### config.mk
export PLATFORM = sky130hd
export DESIGN_NAME = uart_tx_framer
export DESIGN_NICKNAME = d
export VERILOG_FILES = /design/src/rtl/uart_pkg.sv /design/src/rtl/uart_baud_tick.sv /design/src/rtl/uart_tx_framer.sv
export SDC_FILE = /design/constraint.sdc
export NUM_CORES = 1
export LEC_CHECK = 0
export CAP_MARGIN = 10
export CORE_MARGIN = 10
export CORE_UTILIZATION = 52
export DETAILED_ROUTE_END_ITERATION = 8
export PLACE_DENSITY_LB_ADDON = 0.12
export SLEW_MARGIN = 10
export SYNTH_ARGS = -nofsm -noshare
export SYNTH_HDL_FRONTEND = slang
export SYNTH_SLANG_ARGS = --single-unit
### constraint.sdc
create_clock -name sysclk -period 2.7 [get_ports sysclk]
set_input_delay 0.675 -clock sysclk [delete_from_list [all_inputs] [get_ports sysclk]]
set_output_delay 0.675 -clock sysclk [all_outputs]
set_load 0.005 [all_outputs]
### src/rtl/uart_pkg.sv
// Shared UART definitions: parity modes, FSM state encoding and the
// frame-length / baud-divisor helpers used by the TX framer and the future RX deframer.
package uart_pkg;

  localparam int unsigned PARITY_NONE = 0;
  localparam int unsigned PARITY_EVEN = 1;
  localparam int unsigned PARITY_ODD  = 2;

  typedef enum logic {
    IDLE = 1'b0,
    SEND = 1'b1
  } state_e;

  // Line bits per frame: start + data + optional parity + stop bits.
  function automatic int unsigned frame_bits(input int unsigned width,
                                             input int unsigned parity,
                                             input int unsigned stop);
    int unsigned par_bits;
    par_bits = (parity != PARITY_NONE) ? 32'd1 : 32'd0;
    return 32'd1 + width + par_bits + stop;
  endfunction

  // Clock cycles per line bit (integer divide).
  function automatic int unsigned baud_div(input int unsigned clk_hz,
                                           input int unsigned baud);
    return clk_hz / baud;
  endfunction

endpackage

### src/rtl/uart_baud_tick.sv
// Baud-rate tick generator.
//   clk_i    : clock
//   rst_n_i  : synchronous active-low reset
//   en_i     : count while high; counter held at 0 while low
//   clr_i    : restart the bit period from 0
//   tick_c_o : combinational pulse on the last cycle of each BAUD_DIV-cycle period
module uart_baud_tick
  import uart_pkg::*;
#(
  parameter int unsigned BAUD_DIV = 16
) (
  input  logic clk_i,
  input  logic rst_n_i,
  input  logic en_i,
  input  logic clr_i,
  output logic tick_c_o
);

  localparam int unsigned CNT_W = (BAUD_DIV > 1) ? $clog2(BAUD_DIV) : 1;
  localparam logic [CNT_W-1:0] CNT_MAX = CNT_W'(BAUD_DIV - 1);

  logic [CNT_W-1:0] cnt_q;
  logic [CNT_W-1:0] cnt_d;

  assign tick_c_o = en_i && (cnt_q == CNT_MAX);

  // Wrap on tick so every period is exactly BAUD_DIV cycles; no drift across frames.
  always_comb begin
    cnt_d = cnt_q + CNT_W'(1);
    if (clr_i || !en_i || tick_c_o) begin
      cnt_d = '0;
    end
  end

  always_ff @(posedge clk_i) begin
    if (!rst_n_i) begin
      cnt_q <= '0;
    end else begin
      cnt_q <= cnt_d;
    end
  end

endmodule

### src/rtl/uart_tx_framer.sv
// UART transmit framer: accepts a word over valid/ready and sends
// start, data (LSB first), optional parity and stop bit(s) on tx.
//   sysclk   : clock
//   rst_n    : synchronous active-low reset
//   in_data  : word to transmit
//   in_valid : in_data valid
//   in_ready : framer can accept a word this cycle (combinational)
//   busy     : frame in progress
//   tx_done  : one-cycle pulse when the last stop bit completes
//   tx       : serial line, idle high
module uart_tx_framer
  import uart_pkg::*;
#(
  parameter int unsigned CLK_FREQ   = 125000000,
  parameter int unsigned BAUD_RATE  = 115200,
  parameter int unsigned DATA_WIDTH = 8,
  parameter int unsigned PARITY     = 0,
  parameter int unsigned STOP_BITS  = 1
) (
  input  logic                  sysclk,
  input  logic                  rst_n,
  input  logic [DATA_WIDTH-1:0] in_data,
  input  logic                  in_valid,
  output logic                  in_ready,
  output logic                  busy,
  output logic                  tx_done,
  output logic                  tx
);

  localparam int unsigned BAUD_DIV   = baud_div(CLK_FREQ, BAUD_RATE);
  localparam int unsigned FRAME_BITS = frame_bits(DATA_WIDTH, PARITY, STOP_BITS);
  localparam int unsigned SH_W       = FRAME_BITS - 1;
  localparam int unsigned BIT_W      = $clog2(FRAME_BITS);
  localparam logic [BIT_W-1:0] LAST_BIT = BIT_W'(FRAME_BITS - 1);

  if (BAUD_DIV < 2) begin : g_bad_div
    $error("uart_tx_framer: BAUD_DIV must be >= 2");
  end
  if (DATA_WIDTH < 5 || DATA_WIDTH > 9) begin : g_bad_width
    $error("uart_tx_framer: DATA_WIDTH must be 5..9");
  end
  if (PARITY > PARITY_ODD) begin : g_bad_parity
    $error("uart_tx_framer: PARITY must be 0, 1 or 2");
  end
  if (STOP_BITS < 1 || STOP_BITS > 2) begin : g_bad_stop
    $error("uart_tx_framer: STOP_BITS must be 1 or 2");
  end

  state_e           state_q, state_d;
  logic [SH_W-1:0]  shift_q, shift_d;
  logic [BIT_W-1:0] bit_q,   bit_d;
  logic             tx_q,    tx_d;
  logic             done_q,  done_d;

  logic             accept_c;
  logic             tick_c;
  logic [SH_W-1:0]  load_c;

  assign in_ready = (state_q == IDLE) && rst_n;
  assign busy     = (state_q == SEND);
  assign tx       = tx_q;
  assign tx_done  = done_q;
  assign accept_c = in_valid && in_ready;

  uart_baud_tick #(
    .BAUD_DIV (BAUD_DIV)
  ) u_baud_tick (
    .clk_i    (sysclk),
    .rst_n_i  (rst_n),
    .en_i     (state_q == SEND),
    .clr_i    (accept_c),
    .tick_c_o (tick_c)
  );

  // Everything after the start bit, in line order; the 1-fill above the
  // parity position supplies the stop bit(s).
  always_comb begin
    load_c                 = '1;
    load_c[DATA_WIDTH-1:0] = in_data;
    if (PARITY == PARITY_EVEN) begin
      load_c[DATA_WIDTH] = ^in_data;
    end else if (PARITY == PARITY_ODD) begin
      load_c[DATA_WIDTH] = ~(^in_data);
    end
  end

  // Next-state and output logic; bit_q is the index of the bit currently on tx.
  always_comb begin
    state_d = state_q;
    shift_d = shift_q;
    bit_d   = bit_q;
    tx_d    = tx_q;
    done_d  = 1'b0;
    case (state_q)
      IDLE: begin
        tx_d  = 1'b1;
        bit_d = '0;
        if (accept_c) begin
          state_d = SEND;
          shift_d = load_c;
          tx_d    = 1'b0;
        end
      end
      SEND: begin
        if (tick_c) begin
          if (bit_q == LAST_BIT) begin
            state_d = IDLE;
            tx_d    = 1'b1;
            done_d  = 1'b1;
            bit_d   = '0;
          end else begin
            bit_d   = bit_q + BIT_W'(1);
            tx_d    = shift_q[0];
            shift_d = {1'b1, shift_q[SH_W-1:1]};
          end
        end
      end
      default: state_d = IDLE;
    endcase
  end

  always_ff @(posedge sysclk) begin
    if (!rst_n) begin
      state_q <= IDLE;
      shift_q <= '0;
      bit_q   <= '0;
      tx_q    <= 1'b1;
      done_q  <= 1'b0;
    end else begin
      state_q <= state_d;
      shift_q <= shift_d;
      bit_q   <= bit_d;
      tx_q    <= tx_d;
      done_q  <= done_d;
    end
  end

endmodule

==> results.py, run 1 <==
metrics = {
    "run_status": {
        "outcome": "finished clean",
    },
    "sta": {
        "relSlewSlack": 0.718,
        "finalSetupViolations": 0,
        "setup_ws_ns": 0.175,
        "period_needed_ns": 2.52,
        "fmax_ghz": 0.396,
        "period_share": 0.935,
        "finalHoldViolCount": 0,
        "slew_viol_final": 0,
        "tightest_slew_ns": 0.421,
        "rsz0062_at_grt": "no",
        "tns_ns": 0,
        "skew_ns": 0.00273,
    },
    "critical_path": {
        "crit_type": "in -> out",
        "cp_max_fo": 2,
        "cp_top_family": "buffers and inverters",
        "worst_path_max_delay_cell": "clkdlybuf4s50_1",
        "startpoint_type": "primary input",
        "r2r_setup_slack_ns": 0.89,
        "end_kind": "output port",
        "worst_path_most_repeated_cell": "clkdlybuf4s50_1",
        "crit_chain": "clkdlybuf4s50_1 -> nor2b_1 -> clkdlybuf4s50_1",
        "cp.arrival_ns": 1.85,
        "path_buf_inv": 2,
        "slowest_delay_ns": 0.53,
        "crit_required_ns": 2.03,
    },
    "yosys": {
        "synthesis.nets": 136,
        "ys_types": 31,
        "synth.top_cell.area_share": 0.449,
        "syn_avg_cell_area_um2": 9.96,
        "synth-edff-count": 0,
        "synth-async-reset-ratio": 0,
        "yosys_warnings": 0,
        "syn_inst": 121,
        "synthTopCellsByCount": "dfxtp_1, nor2_1, o21a_1",
        "synth_ff_type": "dfxtp_1",
        "synth_most_common_cell": "dfxtp_1",
        "netlist_area_mm2": 0.00120,
        "ys_seq_elements": 27,
        "synth_area_leaders": "dfxtp_1, o221a_2, xor2_1, o21a_1, ha_1",
        "synth_area_leader_cell": "dfxtp_1",
        "yosysSeqAreaShare": 0.449,
    },
    "global_route": {
        "met1_usage": 0.124,
        "grt_pass1_wl_mm": 3.82,
        "grt_remaining_overflow": 0,
        "grt_pass1_vias": 865,
        "track_usage": 0.102,
        "met3_usage": 0.0343,
        "grt_max_degree": 17,
        "gr-usage-met2": 0.166,
        "antenna_found_initial": 0,
        "gr-max-usage-layer": "met2",
    },
    "detailed_routing": {
        "wl_per_cell_um": 13.3,
        "ant_nets": 0,
        "first_iter_violations": 70,
        "drt-pass1-iter-count": 4,
        "vias": 924,
        "drcViolationCount": 0,
        "routed_wl_mm": 2.17,
        "vias_per_cell": 5.67,
    },
    "power": {
        "p_sw_frac": 0.231,
        "switchingPower_w": 0.000151,
        "p_per_area_mw_per_mm2": 472,
        "p_int_w": 0.000503,
        "pwr-share-seq": 0.644,
        "peakVddDrop_mv": 0.283,
        "combPwrFrac": 0.088,
        "p_leak_nw": 0.481,
        "p_clk_frac": 0.268,
    },
    "clocking": {
        "htree_levels": 1,
        "clkTransAtPathRegs_ns": 0.15,
        "clk_latency_ns": 0.32,
        "cts.sinks": 27,
        "cts_tree": "done",
        "cts_hold_buf": 0,
        "root_buffer": "clkbuf_4",
        "cts_max_path_buffers": 2,
        "cts_resized": 0,
        "post_cts_buffers": 0,
        "cts_made_buffers": 3,
    },
    "placement": {
        "globalplace.congestion": 0.721,
        "hpwl_mm": 1.57,
        "port_buffers": 14,
        "place_ws_ns": 0.165,
    },
    "layout": {
        "insertedDiodeCount": 0,
        "area_growth_pct": 14.7,
        "nFillCells": 194,
        "multi_input_area_um2": 611,
        "drive_above_1_share": 0.141,
        "nets": 151,
        "register_area_um2": 541,
    },
    "die": {
        "start_util": 0.545,
        "dieArea_mm2": 0.00464,
        "rows": 17,
        "die_w_um": 68.1,
        "fp.dieH_um": 68.1,
        "coreArea_mm2": 0.00221,
        "pin_count": 15,
    },
    "flow_run": {
        "max-cap-violations": 0,
    },
    "min_path": {
        "hp-class": "reg -> reg",
    },
}
[per-layer routing]
metal,up-vias,share of wire
met2,18,0.46
met5,-,0
met1,432,0.48
li1,470,-
met4,0,0.011
met3,4,0.051
[cell type report]
class                      count  share of cell area
inverter                       5              0.0136
sequential                    27               0.391
clock buffer                   3              0.0163
timing repair buffer          15               0.107
multi-input combinational     84               0.442
clock inverter                 1             0.00543
tap                           28              0.0253
[logic make-up (layout without fill, tap and decap cells)]
group	count (synthesis)	after routing	share of synthesized area
AND/OR/NAND/NOR	43	43	0.214
AO/OA/AOI/OAI	28	28	0.186
flip-flops	27	27	0.449
buffers and inverters	10	24	0.0447
XOR/XNOR	9	9	0.0654
adder cells (fa/ha/maj)	4	4	0.0415
[worst register-to-register path: stages (launching register included)]
cell	delay, ns
dfxtp_1	0.42
and4_1	0.38
and4_2	0.28
nand3_1	0.25
o221a_2	0.38
[stage by stage]
stage | utilization | power, W | std cells | cell area, um^2 | hold WS, ns
global placement | 0.611 | 0.000485 | 159 | 1350 | 0.450
global route | 0.625 | 0.000690 | 163 | 1380 | 0.517
finish | 0.625 | 0.000653 | 163 | 1380 | 0.491
detailed placement | 0.611 | 0.000487 | 159 | 1350 | 0.464
floorplan | - | 0.000457 | 121 | 1200 | 0.442
CTS | 0.625 | 0.000662 | 163 | 1380 | 0.497
[placed cells by master, fill, tap and decap left out, types with 5 or more instances in the layout]
| cell | instances |
|---|---|
| dfxtp_1 | 27 |
| inv_1 | 5 |
| xor2_1 | 8 |
| nand3_1 | 7 |
| o21a_1 | 9 |
| nand2_1 | 6 |
| o221a_2 | 8 |
| clkdlybuf4s50_1 | 14 |
| nor2_1 | 12 |
[power groups by stage]
stage / Clock, W / Sequential (W) / Combinational (W)
2_1_floorplan: 0 / 0.000425 / 0.0000323
3_3_place_gp: 0 / 0.000429 / 0.0000568
3_5_place_dp: 0 / 0.000429 / 0.0000577
4_1_cts: 0.000184 / 0.000420 / 0.0000583
5_1_grt: 0.000203 / 0.000423 / 0.0000636
6_report: 0.000175 / 0.000421 / 0.0000576
[final timing paths]
kind / startpoint / cells past startpoint / to
worst min-delay path: shift_q[8] / 1 / shift_q[8]
worst max register to register: u_baud_tick.cnt_q[2] / 4 / shift_q[0]
worst min register to register: shift_q[8] / 1 / shift_q[8]
worst max-delay path: rst_n / 3 / in_ready
[registers in the layout, summed over array words and instances (netlist names)]
name	count
bit_q	4
busy	1
shift_q	9
tx	1
tx_done	1
u_baud_tick.cnt_q	11
Power figures use the tool's default switching activity.
==> run 2, diff against run 1 <==
--- a/config.mk
+++ b/config.mk
@@ -9,6 +9,7 @@
 export CORE_MARGIN = 10
 export CORE_UTILIZATION = 52
 export DETAILED_ROUTE_END_ITERATION = 8
+export DONT_BUFFER_PORTS = 1
 export PLACE_DENSITY_LB_ADDON = 0.12
 export SLEW_MARGIN = 10
 export SYNTH_ARGS = -nofsm -noshare
==> results.py, run 2 (synthesis results as in run 1) <==
metrics = {
    "run_status": {
        "outcome": "finished clean",
    },
    "layout": {
        "final_cell_mix": "dfxtp_1, nor2_1, o21a_1, xor2_1, o221a_2",
        "insertedDiodeCount": 0,
        "largest_reg_flops": 11,
        "area_growth_pct": 2.60,
        "nets": 136,
        "top_regs": "u_baud_tick.cnt_q (11), shift_q (9), bit_q (4)",
        "drive_above_1_share": 0.150,
        "layout_commonest_cell": "dfxtp_1",
        "final_core_util": 0.559,
        "fin_area_mm2": 0.00124,
        "largest_register": "u_baud_tick.cnt_q",
    },
    "die": {
        "die_w_um": 68.1,
        "coreArea_mm2": 0.00221,
        "dieArea_mm2": 0.00464,
        "start_util": 0.545,
        "rows": 17,
        "fp.dieH_um": 68.1,
        "pin_count": 15,
    },
    "detailed_routing": {
        "first_iter_violations": 33,
        "vias_per_cell": 5.87,
        "routed_wl_mm": 2.25,
        "wl_per_cell_um": 15.2,
        "drt-pass1-iter-count": 4,
        "ant_nets": 0,
        "drcViolationCount": 0,
        "vias": 869,
    },
    "global_route": {
        "grt_max_degree": 18,
        "antenna_found_initial": 0,
        "grt_pass1_wl_mm": 3.87,
        "track_usage": 0.105,
        "grt_remaining_overflow": 0,
        "grt_pass1_vias": 872,
    },
    "sta": {
        "period_share": 0.653,
        "finalSetupViolations": 0,
        "slew_viol_final": 0,
        "holdWs_ns": 0.449,
        "tightest_slew_ns": 0.430,
        "skew_ns": 0.00692,
        "tns_ns": 0,
        "rsz0062_at_grt": "no",
        "finalHoldViolCount": 0,
        "fmax_ghz": 0.567,
        "period_needed_ns": 1.76,
        "relSlewSlack": 0.713,
    },
    "clocking": {
        "cts.sinks": 27,
        "cts_hold_buf": 0,
        "clk_latency_ns": 0.33,
        "cts_tree": "done",
        "clkTransAtPathRegs_ns": 0.15,
        "cts_resized": 0,
        "root_buffer": "clkbuf_4",
        "htree_levels": 1,
        "cts_made_buffers": 3,
        "cts_max_path_buffers": 2,
        "post_cts_buffers": 0,
    },
    "critical_path": {
        "ff2ff_path_depth": 4,
        "crit_required_ns": 2.97,
        "crit_type": "reg -> reg",
        "end_kind": "flip-flop",
        "crit_chain": "and4_1 -> nand4_4 -> or4_1 -> a21oi_1",
        "r2r-start": "u_baud_tick.cnt_q[2]",
        "cp_top_family": "simple AND/OR/NAND/NOR gates",
        "startpoint_type": "flip-flop",
        "cp.arrival_ns": 2.03,
        "r2r_setup_slack_ns": 0.94,
        "cp_max_fo": 13,
        "slowest_delay_ns": 0.52,
        "rr_endpoint": "bit_q[2]",
        "worst_path_max_delay_cell": "or4_1",
        "path_buf_inv": 0,
    },
    "min_path": {
        "hold_end": "shift_q[8]",
        "hp-class": "in -> reg",
        "hp-start": "rst_n",
        "min_delay_path_depth": 1,
    },
    "flow_run": {
        "max-cap-violations": 0,
    },
    "placement": {
        "place_area_mm2": 0.00120,
        "globalplace.congestion": 0.727,
        "port_buffers": 0,
        "hpwl_mm": 1.69,
    },
    "power": {
        "peakVddDrop_mv": 0.369,
        "total_power_w": 0.000639,
        "p_leak_nw": 0.426,
        "p_per_area_mw_per_mm2": 517,
    },
}
run 2: cell count changes in the layout (fill, tap and decap cells not counted):
| cell | change |
|---|---|
| buf_4 | -1 |
| clkdlybuf4s50_1 | -14 |
| clkinvlp_4 | -1 |
| inv_6 | +1 |
run 2: stage by stage:
step           instances  setup WS, ns
5_1_grt              148         0.800
3_3_place_gp         144         0.981
3_5_place_dp         144         0.964
2_1_floorplan        121          1.15
4_1_cts              148         0.936
6_report             148         0.938
run 2: area by class of cell:
class                      instances  area [um^2]
clock buffer                       3         22.5
clock inverter                     1         8.76
tap                               28         35.0
inverter                           5         18.8
fill                             208          976
sequential                        27          541
multi-input combinational         84          611
run 2: worst max-delay path by stage:
stage / cells after the start / slack (ns) / startpoint / to
after global placement: 4 / 0.98 / rst_n / shift_q[6]
final: 4 / 0.94 / u_baud_tick.cnt_q[2] / bit_q[2]
after global routing: 4 / 0.80 / u_baud_tick.cnt_q[2] / bit_q[2]
after CTS: 4 / 0.94 / u_baud_tick.cnt_q[2] / bit_q[2]
after detailed placement: 4 / 0.96 / rst_n / shift_q[2]
after floorplan: 4 / 1.15 / rst_n / shift_q[0]
run 2: where the power goes:
group	leakage, nW	internal [W]	switching, W
clock network	0.0183	0.0000604	0.000125
logic	0.188	0.0000172	0.0000158
registers	0.220	0.000411	0.0000105
run 2: worst reg2reg max path: stages (launching register included):
cell	delay [ns]
dfxtp_1	0.42
and4_1	0.38
nand4_4	0.23
or4_1	0.52
a21oi_1	0.15
run 2: per-layer routing:
layer | part of all wire | GRT usage | up-vias
met5 | 0 | 0 | -
met4 | 0.019 | 0.0503 | 0
met3 | 0.043 | 0.0261 | 6
met2 | 0.48 | 0.179 | 15
met1 | 0.46 | 0.119 | 406
li1 | - | - | 442
==> run 3, diff against run 2 <==
==> constraint.sdc (replaced) <==
create_clock -name sysclk -period 1.6 [get_ports sysclk]
set_input_delay 0.4 -clock sysclk [delete_from_list [all_inputs] [get_ports sysclk]]
set_output_delay 0.4 -clock sysclk [all_outputs]
set_load 0.005 [all_outputs]
==> results.py, run 3 (synthesis results as in run 1) <==
metrics = {
    "run_status": {
        "outcome": "finished clean",
    },
    "layout": {
        "drive_above_1_share": 0.324,
        "largest_register": "u_baud_tick.cnt_q",
        "area_growth_pct": 18.0,
        "final_core_util": 0.643,
        "top_regs": "u_baud_tick.cnt_q (11), shift_q (9), bit_q (4)",
        "final_cell_mix": "dfxtp_1, buf_4, nor2_1, o21a_1",
        "insertedDiodeCount": 0,
        "layout_commonest_cell": "dfxtp_1",
        "nFillCells": 194,
        "largest_reg_flops": 11,
        "nets": 158,
    },
    "power": {
        "p_per_area_mw_per_mm2": 752,
        "total_power_w": 0.00107,
        "p_leak_nw": 0.531,
        "p_clk_frac": 0.268,
        "peakVddDrop_mv": 0.435,
        "p_int_w": 0.000830,
        "combPwrFrac": 0.070,
        "pwr-share-seq": 0.662,
        "p_sw_frac": 0.224,
        "switchingPower_w": 0.000239,
    },
    "sta": {
        "rsz0062_at_grt": "yes",
        "finalHoldViolCount": 0,
        "finalSetupViolations": 0,
        "relSlewSlack": 0.837,
        "tightest_slew_ns": 0.244,
        "slew_viol_final": 0,
        "period_share": 0.993,
        "holdWs_ns": 0.197,
        "tns_ns": 0,
        "fmax_ghz": 0.629,
        "skew_ns": 0.00408,
        "period_needed_ns": 1.59,
    },
    "critical_path": {
        "endpoint": "bit_q[2]",
        "cp_max_fo": 5,
        "crit_cells": 5,
        "startpoint_type": "flip-flop",
        "ff2ff_path_depth": 5,
        "crit_chain": "nor4_4 -> buf_4 -> nand4_4 -> or4_4 -> a21oi_2",
        "r2r-start": "u_baud_tick.cnt_q[7]",
        "crit_start": "u_baud_tick.cnt_q[7]",
        "r2r_setup_slack_ns": 0.01,
        "cp.arrival_ns": 1.85,
        "end_kind": "flip-flop",
        "worst_path_max_delay_cell": "or4_4",
        "crit_type": "reg -> reg",
        "crit_required_ns": 1.86,
        "cp_top_family": "simple AND/OR/NAND/NOR gates",
        "rr_endpoint": "bit_q[2]",
        "slowest_delay_ns": 0.50,
        "path_buf_inv": 1,
    },
    "die": {
        "coreArea_mm2": 0.00221,
        "start_util": 0.545,
        "pin_count": 15,
        "dieArea_mm2": 0.00464,
        "fp.dieH_um": 68.1,
        "die_w_um": 68.1,
        "rows": 17,
    },
    "flow_run": {
        "max-cap-violations": 0,
    },
    "global_route": {
        "grt_pass1_wl_mm": 4.39,
        "grt_remaining_overflow": 0,
        "track_usage": 0.119,
        "antenna_found_initial": 0,
        "grt_max_degree": 15,
        "grt_pass1_vias": 933,
    },
    "detailed_routing": {
        "drt-pass1-iter-count": 4,
        "vias": 972,
        "first_iter_violations": 107,
        "routed_wl_mm": 2.55,
        "wl_per_cell_um": 15.0,
        "vias_per_cell": 5.72,
        "ant_nets": 0,
        "drcViolationCount": 0,
    },
    "clocking": {
        "cts.sinks": 27,
        "htree_levels": 1,
        "cts_max_path_buffers": 2,
        "root_buffer": "clkbuf_4",
        "cts_made_buffers": 3,
        "clkTransAtPathRegs_ns": 0.14,
        "clk_latency_ns": 0.31,
        "cts_tree": "done",
    },
    "placement": {
        "hpwl_mm": 1.75,
        "globalplace.congestion": 0.776,
        "port_buffers": 0,
    },
    "min_path": {
        "hp-class": "in -> reg",
    },
}
==> run 3: layout make-up <==
cell class                 count  area [um^2]  share of cell area
inverter                       5         18.8              0.0132
tap                           28         35.0              0.0246
timing repair buffer          21          158               0.111
sequential                    27          547               0.385
multi-input combinational     85          637               0.448
clock buffer                   4         26.3              0.0185
==> run 3: worst min-delay path by stage <==
stage	from	endpoint	slack (ns)	depth (start not counted)
finish	rst_n	shift_q[8]	0.20	1
global route	rst_n	shift_q[8]	0.17	1
CTS	rst_n	shift_q[8]	0.18	1
detailed placement	shift_q[8]	shift_q[8]	0.46	1
global placement	shift_q[8]	shift_q[8]	0.45	1
floorplan	shift_q[8]	shift_q[8]	0.44	1
==> run 3: timing repair <==
item / in CTS / in global routing
hold buffers: 0 / 0
setup buffers: 2 / 0
gates resized for setup: 2 / 8
pin swaps: 2 / 3
cloned: 1 / 0
endpoints found under the setup margin: 10 / 13
==> run 3: worst reg2reg max path: stages, from the launching register on <==
cell and delay (ns):
dfxtp_2 0.36, nor4_4 0.27, buf_4 0.17, nand4_4 0.10, or4_4 0.50, a21oi_2 0.13
==> run 3: power groups by stage <==
stage                     registers, W   logic, W  clock network, W
after global placement        0.000723  0.0000713                 0
after detailed placement      0.000723  0.0000737                 0
after floorplan               0.000717  0.0000545                 0
after global routing          0.000711  0.0000839          0.000322
after CTS                     0.000709  0.0000751          0.000302
final                         0.000708  0.0000746          0.000287
==> run 3: per-stage QoR <==
stage	setup WS [ns]	cells	area [um^2]
CTS	0.00947	170	1410
global placement	-0.00855	163	1350
global route	-0.0485	170	1420
finish	0.0113	170	1420
detailed placement	-0.0590	163	1350
floorplan	0.0596	121	1200
==> run 3: layer usage <==
metal  wire (um)  track usage  part of all wire
met5           0            0                 0
met4          14       0.0402            0.0055
met3         104       0.0310             0.041
met2        1300        0.195              0.51
met1        1130        0.147              0.44
==> RTL edit: new RTL, config.mk and constraints of run 3 <==
Take the reset off `shift_q` and load it in a clocked block of its own.
--- a/src/rtl/uart_tx_framer.sv
+++ b/src/rtl/uart_tx_framer.sv
@@ -122,18 +122,20 @@
   always_ff @(posedge sysclk) begin
     if (!rst_n) begin
       state_q <= IDLE;
-      shift_q <= '0;
       bit_q   <= '0;
       tx_q    <= 1'b1;
       done_q  <= 1'b0;
     end else begin
       state_q <= state_d;
-      shift_q <= shift_d;
       bit_q   <= bit_d;
       tx_q    <= tx_d;
       done_q  <= done_d;
     end
   end
 
+  always_ff @(posedge sysclk) begin
+    shift_q <= shift_d;
+  end
+
 endmodule
 
Behaviour: same outputs for any inputs over 10 cycles, from zero or initial values and one cycle with rst_n low; that may be too few to reach the edited logic, so the function may still have changed.
==> RTL edit against run 3 <==
Total power grew 14%. Wire length shrank 22%. Critical path type unchanged. Sequential share of layout area grew 6.3 points. Highest routed layer unchanged. Count of clock-buffer cells in the layout shrank 1. Global-route usage shrank 2.3 points. Die area shrank 2.3%. Combinational power shrank 25%. Sequential cell count shrank 1. Via count shrank 19%. Final cell count shrank 12%. Synthesized area shrank 3.2%. Setup slack gained 0.056 ns. Final area shrank 4.8%. Largest power group unchanged.
==> RTL edit: results (changes against run 3) <==
metric;value;unit;change
wl_met2;955;µm;-27%
reg_top3;u_baud_tick.cnt_q (11), shift_q (8), bit_q (4);;
antenna_found_initial;0;;unchanged
viasPerCell;5.27;;-7.9%
synth.area.mux_share;6.76;%;+6.8 points
grt_max_degree;16;;+1
synth_compound_area_share;5.79;%;-13 points
leakagePower;0.498;nW;-6.3%
power_clock;0.000457;W;+59%
met3_usage;2.81;%;-0.29 points
outcome;completed;;
dpl.hpwl;1530;µm;-12%
r2r_slack;0.07;ns;+0.06 ns
wl_met3;119;µm;+14%
drt-met1-wl;882;µm;-22%
synth_xor_area_share;6.76;%;+0.22 points
synth_edf_count;8;;+8
grtUsageMet1;10.7;%;-4.0 points
gp_congestion;0.716;;-7.7%
routedWlPerCell;13.3;µm;-11%
synth.top_cells.by_count;dfxtp_1 (18), nor2_1 (12), edfxtp_1 (8);;
ys_types;30;;-3.2%
vdd_drop_max;551;µV;+27%
grt_pass1_wl;3350;µm;-24%
syn_area_per_cell;10.8;µm²;+8.4%
met2_usage;15.2;%;-4.4 points
min-delay-start;in_data[7];;
skew;0.00204;ns;-0.00204 ns
dpl.cell_count;146;;-10%
p_per_area;900;nW/µm²;+20%
min_period;1.53;ns;-0.0564 ns
critPathLaunch;u_baud_tick.cnt_q[6];;
holdPathEnd;shift_q[7];;
grt_pass1_vias;793;;-15%
tightest_slew;0.301;ns;+0.0571 ns
endpoint;shift_q[4];;
clk_latency;0.33;ns;+0.02 ns
whs;0.238;ns;+0.0410 ns
drive_gt1_share;31.1;%;-1.2 points
fin_nets;138;;-13%
synthArstFlopShare;0;%;unchanged
yosysSeqAreaShare;51.5;%;+6.6 points
postPlaceCellArea;1280;µm²;-4.8%
cp.arrival;1.57;ns;-0.28 ns
ff2ff_path_depth;3;;-2
synthTopCellsByArea;dfxtp_1 (31%), edfxtp_1 (21%), mux2_2 (6.8%);;
synth_nets;123;;-9.6%
routed_wl;2000;µm;-22%
power_switching;0.000238;W;-0.65%
==> RTL edit: cell types whose count changed in the layout (fill, tap and decap cells not counted), moves of 3 or more <==
cell / run 3 / this run
o21a_1: 9 / 0
buf_4: 21 / 14
dfxtp_1: 24 / 14
o21ai_0: 2 / 5
mux2_2: 0 / 7
edfxtp_1: 0 / 8
nand2_1: 6 / 3
o221a_2: 8 / 0
==> RTL edit: what timing repair did <==
item                                    in CTS  in global routing
gates resized for setup                      1                  7
endpoints found under the setup margin       8                 10
pin swaps                                    0                  3
gates cloned                                 0                  0
hold buffers                                 0                  0
buffers inserted                             0                  0
==> RTL edit: worst max-delay path, stage by stage (launching register included) <==
cell and delay [ns]:
dfxtp_2 0.36, nor4b_4 0.35, and3_4 0.23, a32o_2 0.30
==> RTL edit: layout make-up <==
type / instances / area [µm²]
clock buffers: 3 / 22.5
multi-input cells: 71 / 529
inverters: 7 / 26.3
well taps: 28 / 35.0
repair buffers: 14 / 105
clock inverters: 1 / 30.0
flip-flops and latches: 26 / 606
fillers: 191 / 816
